## src/rtl/stream_mmio_pkg.sv

```systemverilog
// Shared register map, STATUS bit layout and bus FSM encoding for the stream MMIO bank.
package stream_mmio_pkg;

  localparam logic [3:0] OffTxData = 4'h0;
  localparam logic [3:0] OffRxData = 4'h4;
  localparam logic [3:0] OffStatus = 4'h8;
  localparam logic [3:0] OffErrClr = 4'hC;

  localparam int unsigned StatRxNempty = 0;
  localparam int unsigned StatErr      = 1;
  localparam int unsigned StatTxCntLsb = 2;
  localparam int unsigned StatRxCntLsb = 8;

  // Channel select field width inside the 16-byte-per-channel window (up to 8 channels).
  localparam int unsigned ChIdxW = 3;

  typedef enum logic [1:0] {
    StIdle = 2'd0,
    StWait = 2'd1,
    StResp = 2'd2
  } bus_state_e;

  typedef enum logic [2:0] {
    OpNop,
    OpTx,
    OpRx,
    OpStatus,
    OpErrClr,
    OpPrint
  } bus_op_e;

  // tx_fld carries the TX count with tx_full in the first bit above the count.
  function automatic logic [31:0] status_word(input logic [7:0] rx_cnt, input logic [5:0] tx_fld,
                                              input logic err, input logic rx_nempty);
    logic [31:0] w;
    w                       = '0;
    w[StatRxCntLsb +: 8]    = rx_cnt;
    w[StatTxCntLsb +: 6]    = tx_fld;
    w[StatErr]              = err;
    w[StatRxNempty]         = rx_nempty;
    return w;
  endfunction

endpackage

```

## src/rtl/stream_fifo.sv

```systemverilog
// Power-of-two FIFO with wrap-around pointers carrying an extra MSB for full/empty.
module stream_fifo #(
  parameter int unsigned WIDTH = 32,
  parameter int unsigned DEPTH = 4,
  localparam int unsigned AW = $clog2(DEPTH)
) (
  input  logic             clk,
  input  logic             resetn,
  input  logic             push,
  input  logic             pop,
  input  logic [WIDTH-1:0] din,
  output logic [WIDTH-1:0] dout,
  output logic             full,
  output logic             empty,
  output logic [AW:0]      count
);

  localparam logic [AW:0] PtrOne = 1;

  logic [AW:0]      wptr_q, rptr_q;
  logic [WIDTH-1:0] mem_q [DEPTH];
  logic             do_push, do_pop;

  assign empty   = (wptr_q == rptr_q);
  assign full    = (wptr_q[AW] != rptr_q[AW]) && (wptr_q[AW-1:0] == rptr_q[AW-1:0]);
  assign count   = wptr_q - rptr_q;
  assign dout    = mem_q[rptr_q[AW-1:0]];
  assign do_push = push && !full;
  assign do_pop  = pop && !empty;

  always_ff @(posedge clk) begin
    if (!resetn) begin
      wptr_q <= '0;
      rptr_q <= '0;
    end else begin
      if (do_push) wptr_q <= wptr_q + PtrOne;
      if (do_pop)  rptr_q <= rptr_q + PtrOne;
    end
  end

  always_ff @(posedge clk) begin
    if (do_push) mem_q[wptr_q[AW-1:0]] <= din;
  end

endmodule

```

## src/rtl/stream_mmio_bank.sv

```systemverilog
// Memory-mapped bank of TX/RX stream FIFOs plus a console byte register on a valid/ready bus.
module stream_mmio_bank
  import stream_mmio_pkg::*;
#(
  parameter int unsigned NUM_CH     = 5,
  parameter int unsigned DATA_WIDTH = 32,
  parameter int unsigned FIFO_DEPTH = 4,
  parameter int unsigned BLOCKING   = 1,
  parameter logic [31:0] BASE_ADDR  = 32'h2000_0000,
  parameter logic [31:0] PRINT_ADDR = 32'h1000_0000
) (
  input  logic                         clk,
  input  logic                         resetn,
  input  logic                         mem_valid,
  input  logic [31:0]                  mem_addr,
  input  logic [31:0]                  mem_wdata,
  input  logic [3:0]                   mem_wstrb,
  output logic                         mem_ready,
  output logic [31:0]                  mem_rdata,
  output logic [NUM_CH-1:0]            val_out,
  input  logic [NUM_CH-1:0]            ready_downward,
  output logic [NUM_CH*DATA_WIDTH-1:0] dout,
  input  logic [NUM_CH-1:0]            val_in,
  output logic [NUM_CH-1:0]            ready_upward,
  input  logic [NUM_CH*DATA_WIDTH-1:0] din,
  output logic [48:0]                  print_out
);

  localparam int unsigned CntW = $clog2(FIFO_DEPTH) + 1;

  logic [NUM_CH-1:0]     tx_push, tx_full, tx_empty, rx_pop, rx_full, rx_empty;
  logic [CntW-1:0]       tx_cnt [NUM_CH];
  logic [CntW-1:0]       rx_cnt [NUM_CH];
  logic [DATA_WIDTH-1:0] rx_head [NUM_CH];

  bus_state_e        state_q, state_d;
  bus_op_e           op_q, dec_op, cur_op;
  logic [ChIdxW-1:0] ch_q, dec_ch, cur_ch;
  logic [31:0]       wdata_q, cur_wdata, offset, rdata_d, mem_rdata_q;
  logic [48:0]       print_d, print_q;
  logic [NUM_CH-1:0] err_d, err_q;
  logic              in_window, is_write, hit, blocked, fire;

  for (genvar c = 0; c < NUM_CH; c++) begin : g_ch
    stream_fifo #(.WIDTH(DATA_WIDTH), .DEPTH(FIFO_DEPTH)) u_tx (
      .clk   (clk),
      .resetn(resetn),
      .push  (tx_push[c]),
      .pop   (ready_downward[c]),
      .din   (cur_wdata[DATA_WIDTH-1:0]),
      .dout  (dout[c*DATA_WIDTH +: DATA_WIDTH]),
      .full  (tx_full[c]),
      .empty (tx_empty[c]),
      .count (tx_cnt[c])
    );
    stream_fifo #(.WIDTH(DATA_WIDTH), .DEPTH(FIFO_DEPTH)) u_rx (
      .clk   (clk),
      .resetn(resetn),
      .push  (val_in[c]),
      .pop   (rx_pop[c]),
      .din   (din[c*DATA_WIDTH +: DATA_WIDTH]),
      .dout  (rx_head[c]),
      .full  (rx_full[c]),
      .empty (rx_empty[c]),
      .count (rx_cnt[c])
    );
  end

  assign val_out      = ~tx_empty;
  assign ready_upward = ~rx_full;
  assign mem_ready    = (state_q == StResp);
  assign mem_rdata    = mem_rdata_q;
  assign print_out    = print_q;

  // Unsigned wrap makes addresses below BASE_ADDR fall outside the window too.
  assign offset    = mem_addr - BASE_ADDR;
  assign in_window = offset < 32'(NUM_CH * 16);
  assign dec_ch    = offset[4 +: ChIdxW];
  assign is_write  = |mem_wstrb;

  always_comb begin
    dec_op = OpNop;
    hit    = 1'b0;
    if (mem_addr == PRINT_ADDR) begin
      hit = 1'b1;
      if (is_write && mem_wstrb[0]) dec_op = OpPrint;
    end else if (in_window) begin
      hit = 1'b1;
      case ({offset[3:2], 2'b00})
        OffTxData: dec_op = is_write ? OpTx : OpNop;
        OffRxData: dec_op = is_write ? OpNop : OpRx;
        OffStatus: dec_op = is_write ? OpNop : OpStatus;
        OffErrClr: dec_op = is_write ? OpErrClr : OpNop;
        default:   dec_op = OpNop;
      endcase
    end
  end

  // A stalled transaction runs from the copy latched when it left IDLE.
  assign cur_op    = (state_q == StWait) ? op_q : dec_op;
  assign cur_ch    = (state_q == StWait) ? ch_q : dec_ch;
  assign cur_wdata = (state_q == StWait) ? wdata_q : mem_wdata;
  assign blocked   = ((cur_op == OpTx) && tx_full[cur_ch]) || ((cur_op == OpRx) && rx_empty[cur_ch]);

  always_comb begin
    state_d = state_q;
    fire    = 1'b0;
    case (state_q)
      StIdle: begin
        if (mem_valid && hit) begin
          if (blocked && (BLOCKING != 0)) begin
            state_d = StWait;
          end else begin
            state_d = StResp;
            fire    = 1'b1;
          end
        end
      end
      StWait: begin
        if (!blocked) begin
          state_d = StResp;
          fire    = 1'b1;
        end
      end
      StResp:  state_d = StIdle;
      default: state_d = StIdle;
    endcase
  end

  always_comb begin
    tx_push = '0;
    rx_pop  = '0;
    err_d   = err_q;
    rdata_d = '0;
    print_d = '0;
    if (fire) begin
      case (cur_op)
        OpTx: begin
          if (blocked) err_d[cur_ch] = 1'b1;
          else         tx_push[cur_ch] = 1'b1;
        end
        OpRx: begin
          if (blocked) begin
            err_d[cur_ch] = 1'b1;
          end else begin
            rx_pop[cur_ch] = 1'b1;
            rdata_d        = 32'(rx_head[cur_ch]);
          end
        end
        OpStatus: rdata_d = status_word(8'(rx_cnt[cur_ch]),
                                        6'(tx_cnt[cur_ch]) | (6'(tx_full[cur_ch]) << CntW),
                                        err_q[cur_ch], !rx_empty[cur_ch]);
        OpErrClr: err_d[cur_ch] = 1'b0;
        OpPrint:  print_d = {1'b1, 40'b0, cur_wdata[7:0]};
        default: ;
      endcase
    end
  end

  always_ff @(posedge clk) begin
    if (!resetn) begin
      state_q     <= StIdle;
      op_q        <= OpNop;
      ch_q        <= '0;
      wdata_q     <= '0;
      err_q       <= '0;
      mem_rdata_q <= '0;
      print_q     <= '0;
    end else begin
      state_q     <= state_d;
      err_q       <= err_d;
      mem_rdata_q <= rdata_d;
      print_q     <= print_d;
      if (state_q == StIdle) begin
        op_q    <= dec_op;
        ch_q    <= dec_ch;
        wdata_q <= mem_wdata;
      end
    end
  end

endmodule
```

## config.mk

```make
export PLATFORM = sky130hd
export DESIGN_NAME = stream_mmio_bank
export DESIGN_NICKNAME = d
export VERILOG_FILES = /design/src/rtl/stream_mmio_pkg.sv /design/src/rtl/stream_fifo.sv /design/src/rtl/stream_mmio_bank.sv
export SDC_FILE = /design/constraint.sdc
export NUM_CORES = 1
export LEC_CHECK = 0
export CORE_MARGIN = 2
export CORE_UTILIZATION = 62
export CTS_CLUSTER_SIZE = 40
export DETAILED_ROUTE_END_ITERATION = 6
export GPL_TIMING_DRIVEN = 0
export MAX_ROUTING_LAYER = met4
export PLACE_DENSITY = 0.92
export SLEW_MARGIN = 10
export SYNTH_ARGS = -nofsm -noshare
export SYNTH_HDL_FRONTEND = slang
export SYNTH_SLANG_ARGS = --single-unit
```

## constraint.sdc

```tcl
create_clock -name clk -period 14.1 [get_ports clk]
set_clock_uncertainty 0.15 [all_clocks]
set_input_delay 1.41 -clock clk [delete_from_list [all_inputs] [get_ports clk]]
set_output_delay 1.41 -clock clk [all_outputs]
set_load 0.02 [all_outputs]
```

==> results.yml <==
run_status:
  outcome: "finished with violations"
  violations: "DRC"
worst_setup_path:
  cp.required_ns: 12.54
  r2r_slack_ns: 9.59
  reg2reg_from: "state_q[1]$_SDFFE_PN0P_"
  cp-start-kind: "flip-flop"
  end_kind: "output port"
  arrival_ns: 4.06
  worstPathMaxFanout: 10
  worstSetupPathType: "reg -> out"
floorplanning:
  start_util: 0.623
  num_rows: 110
  dieArea_sq_um: 92600
  core_area_sq_um: 89700
  ios: 493
  die_h_microns: 304
  die_w_microns: 304
global_route:
  grt_overflow_total: 0
  antenna_found_initial: 45
  grt_pass1_vias: 34900
  grt_usage: 0.412
  grt_max_degree: 33
  grt_pass1_wl_mm: 257
clock_network:
  clock-sinks: 1446
  htree_levels: 4
  postCtsSetupRepairBufs: 0
  clock_latency_ns: 0.79
  cts_resized: 0
  cts_buffers: 140
  clk_pin_slew_ns: 0.06
  cts_tree: "done"
  cts_root_buffer: "clkbuf_16"
  clock_path_buffers: 3
  hold_buffers: 0
yosys:
  avgSynthCellArea_sq_um: 19.1
  ys_ff_latch: 1446
  synth_top_family_by_area: "multiplexers"
  ys_seq_area_frac: 0.747
  netlist_top_cells_count: "edfxtp_1 (1280), mux4_2 (320), nand2_1 (302)"
  synth-compound-area-share: 0.0247
  synth_top_area_frac: 0.687
  synth_top_cell_by_area: "edfxtp_1"
  ys_top_cells_by_area: "edfxtp_1 (69%), mux4_2 (13%), dfxtp_1 (5.9%)"
  synthArstFlopShare: 0
  synthSimpleGateAreaFrac: 0.0486
  synthMuxAreaShare: 0.134
  synthXorXnorAreaFrac: 0.00861
  synth_adder_area_share: 0.0195
  synthCells: 2921
  synth_cell_types: 73
  synthFlopType: "edfxtp_1"
  synth_warnings: 0
  synth_edf_count: 1280
  netlist_area_sq_um: 55900
  yosysMostFrequentCell: "edfxtp_1"
cells_and_area:
  final_nets: 3915
  drive_above_1_share: 0.177
  syn2layout_area_growth_pct: 20.7
pwr:
  pwr-share-comb: 0.047
  power_frac_clock: 0.419
  pwr-share-seq: 0.535
  switching_share: 0.221
  cell_internal_pwr_uw: 6990
  switchingPower_uw: 1990
  ir_drop_uv: 141
  p_per_area_nw_per_um2: 133
  p_leak_uw: 0.0220
place:
  io_buffers: 451
  hpwl_mm: 111
  place.gp.congestion: 0.938
drt:
  post-route-drc-count: 63
  dr.pass1.iters: 7
  drt_iter0_drc: 5714
  final_antenna_net_count: 0
  num_vias: 34600
  wire_per_inst_microns: 37.9
  finalWirelength_mm: 187
  detail_route.vias_per_cell: 7.01
timing:
  rsz0062_at_grt: "false"
  timing.hold.ws_ns: 0.290
  max_freq_mhz: 178
  finalHoldViolCount: 0
  fin_setup_tns_ns: 0
  setup_viol: 0
  period_share: 0.399
  relSlewSlack: 0.144
  period_minus_slack_ns: 5.62
  drv_slew: 0
  tightest_slew_ns: 1.28
min_path:
  min_path_type: "reg -> reg"
job:
  maxCapViolCount: 0
[critical path, cell delays in order (launching register included)]
cell and delay (ns):
dfxtp_1 0.32, clkbuf_1 0.63, buf_1 0.96, mux4_2 0.75, clkdlybuf4s50_1 0.63
[metrics by stage]
stage	total power [uW]	instances	instance area, sq um	utilization	setup slack, ns
floorplan	5050	2960	56100	-	7.96
global placement	5230	4587	62100	0.692	5.18
detailed placement	5270	4627	62900	0.701	8.30
CTS	8920	4882	67400	0.751	8.52
global route	9100	4937	67500	0.752	8.36
finish	8980	4940	67500	0.752	8.48
[cell usage in the layout, fill, tap and decap left out, drive strengths merged, types with 5 or more instances in the layout]
cell           count
inv               50
or4                6
clkinv            47
or3                5
bufinv             6
fa                10
mux2i             27
xnor2             41
xor2              14
clkinvlp           5
diode             58
dfxtp            166
nand3             54
nor2              30
ha                71
conb              40
and3              28
clkbuf           289
nor4               8
a31oi             10
a21oi             67
a32o              23
nand2            302
o21ai             19
nor2b             17
buf              113
nor3              34
and2              61
edfxtp          1280
clkdlybuf4s50    451
a21boi            46
mux4             320
[final cells by class]
class                           instances  area (sq um)
Multi-Input combinational cell       1298         13400
Clock buffer                          190          3940
Inverter                               43           161
Buffer                                173           832
Fill cell                            4448         22200
Sequential cell                      1446         41800
Tap cell                             1176          1470
Antenna cell                           58           145
Timing Repair Buffer                  491          5330
Clock inverter                         65           479
[power groups by stage]
stage | clock (uW) | sequential [uW] | combinational (uW)
after global routing | 3870 | 4800 | 429
after floorplan | 0 | 4870 | 180
after detailed placement | 0 | 4880 | 386
final | 3760 | 4800 | 420
after global placement | 0 | 4870 | 351
after CTS | 3720 | 4800 | 402
[registers in the layout, indices dropped and copies added (netlist names), named ones only]
register	count
g_ch.u_tx.mem_q	640
ch_q	3
mem_rdata	32
g_ch.u_rx.wptr_q	15
op_q	3
g_ch.u_tx.rptr_q	15
wdata_q	32
g_ch.u_rx.rptr_q	15
print_out	9
g_ch.u_rx.mem_q	640
state_q	2
g_ch.u_tx.wptr_q	15
[final timing paths]
check        cells past startpoint                                  to
max                              4                            dout[83]
max reg2reg                      9  g_ch[2].u_tx.mem_q[0][6]$_DFFE_PP_
min                              2                           flip-flop
min reg2reg                      2                           flip-flop
[logic make-up (layout without fill, tap and decap cells)]
logic type               after synthesis  in the layout
AO/OA/AOI/OAI                        201            201
XOR/XNOR                              55             55
adder cells (fa/ha/maj)               81             81
buffers and inverters                216            962
flip-flops                          1446           1446
multiplexers                         349            349
other                                  1             98
AND/OR/NAND/NOR                      572            572
[per-layer routing]
layer / track usage / vias up / share of wire
li1: - / 12900 / -
met5: - / - / 0
met1: 0.431 / 17000 / 0.28
met2: 0.658 / 3620 / 0.49
met3: 0.125 / 1060 / 0.13
met4: 0.307 / 0 / 0.10
Note: power is estimated with default switching activity, not from simulation.
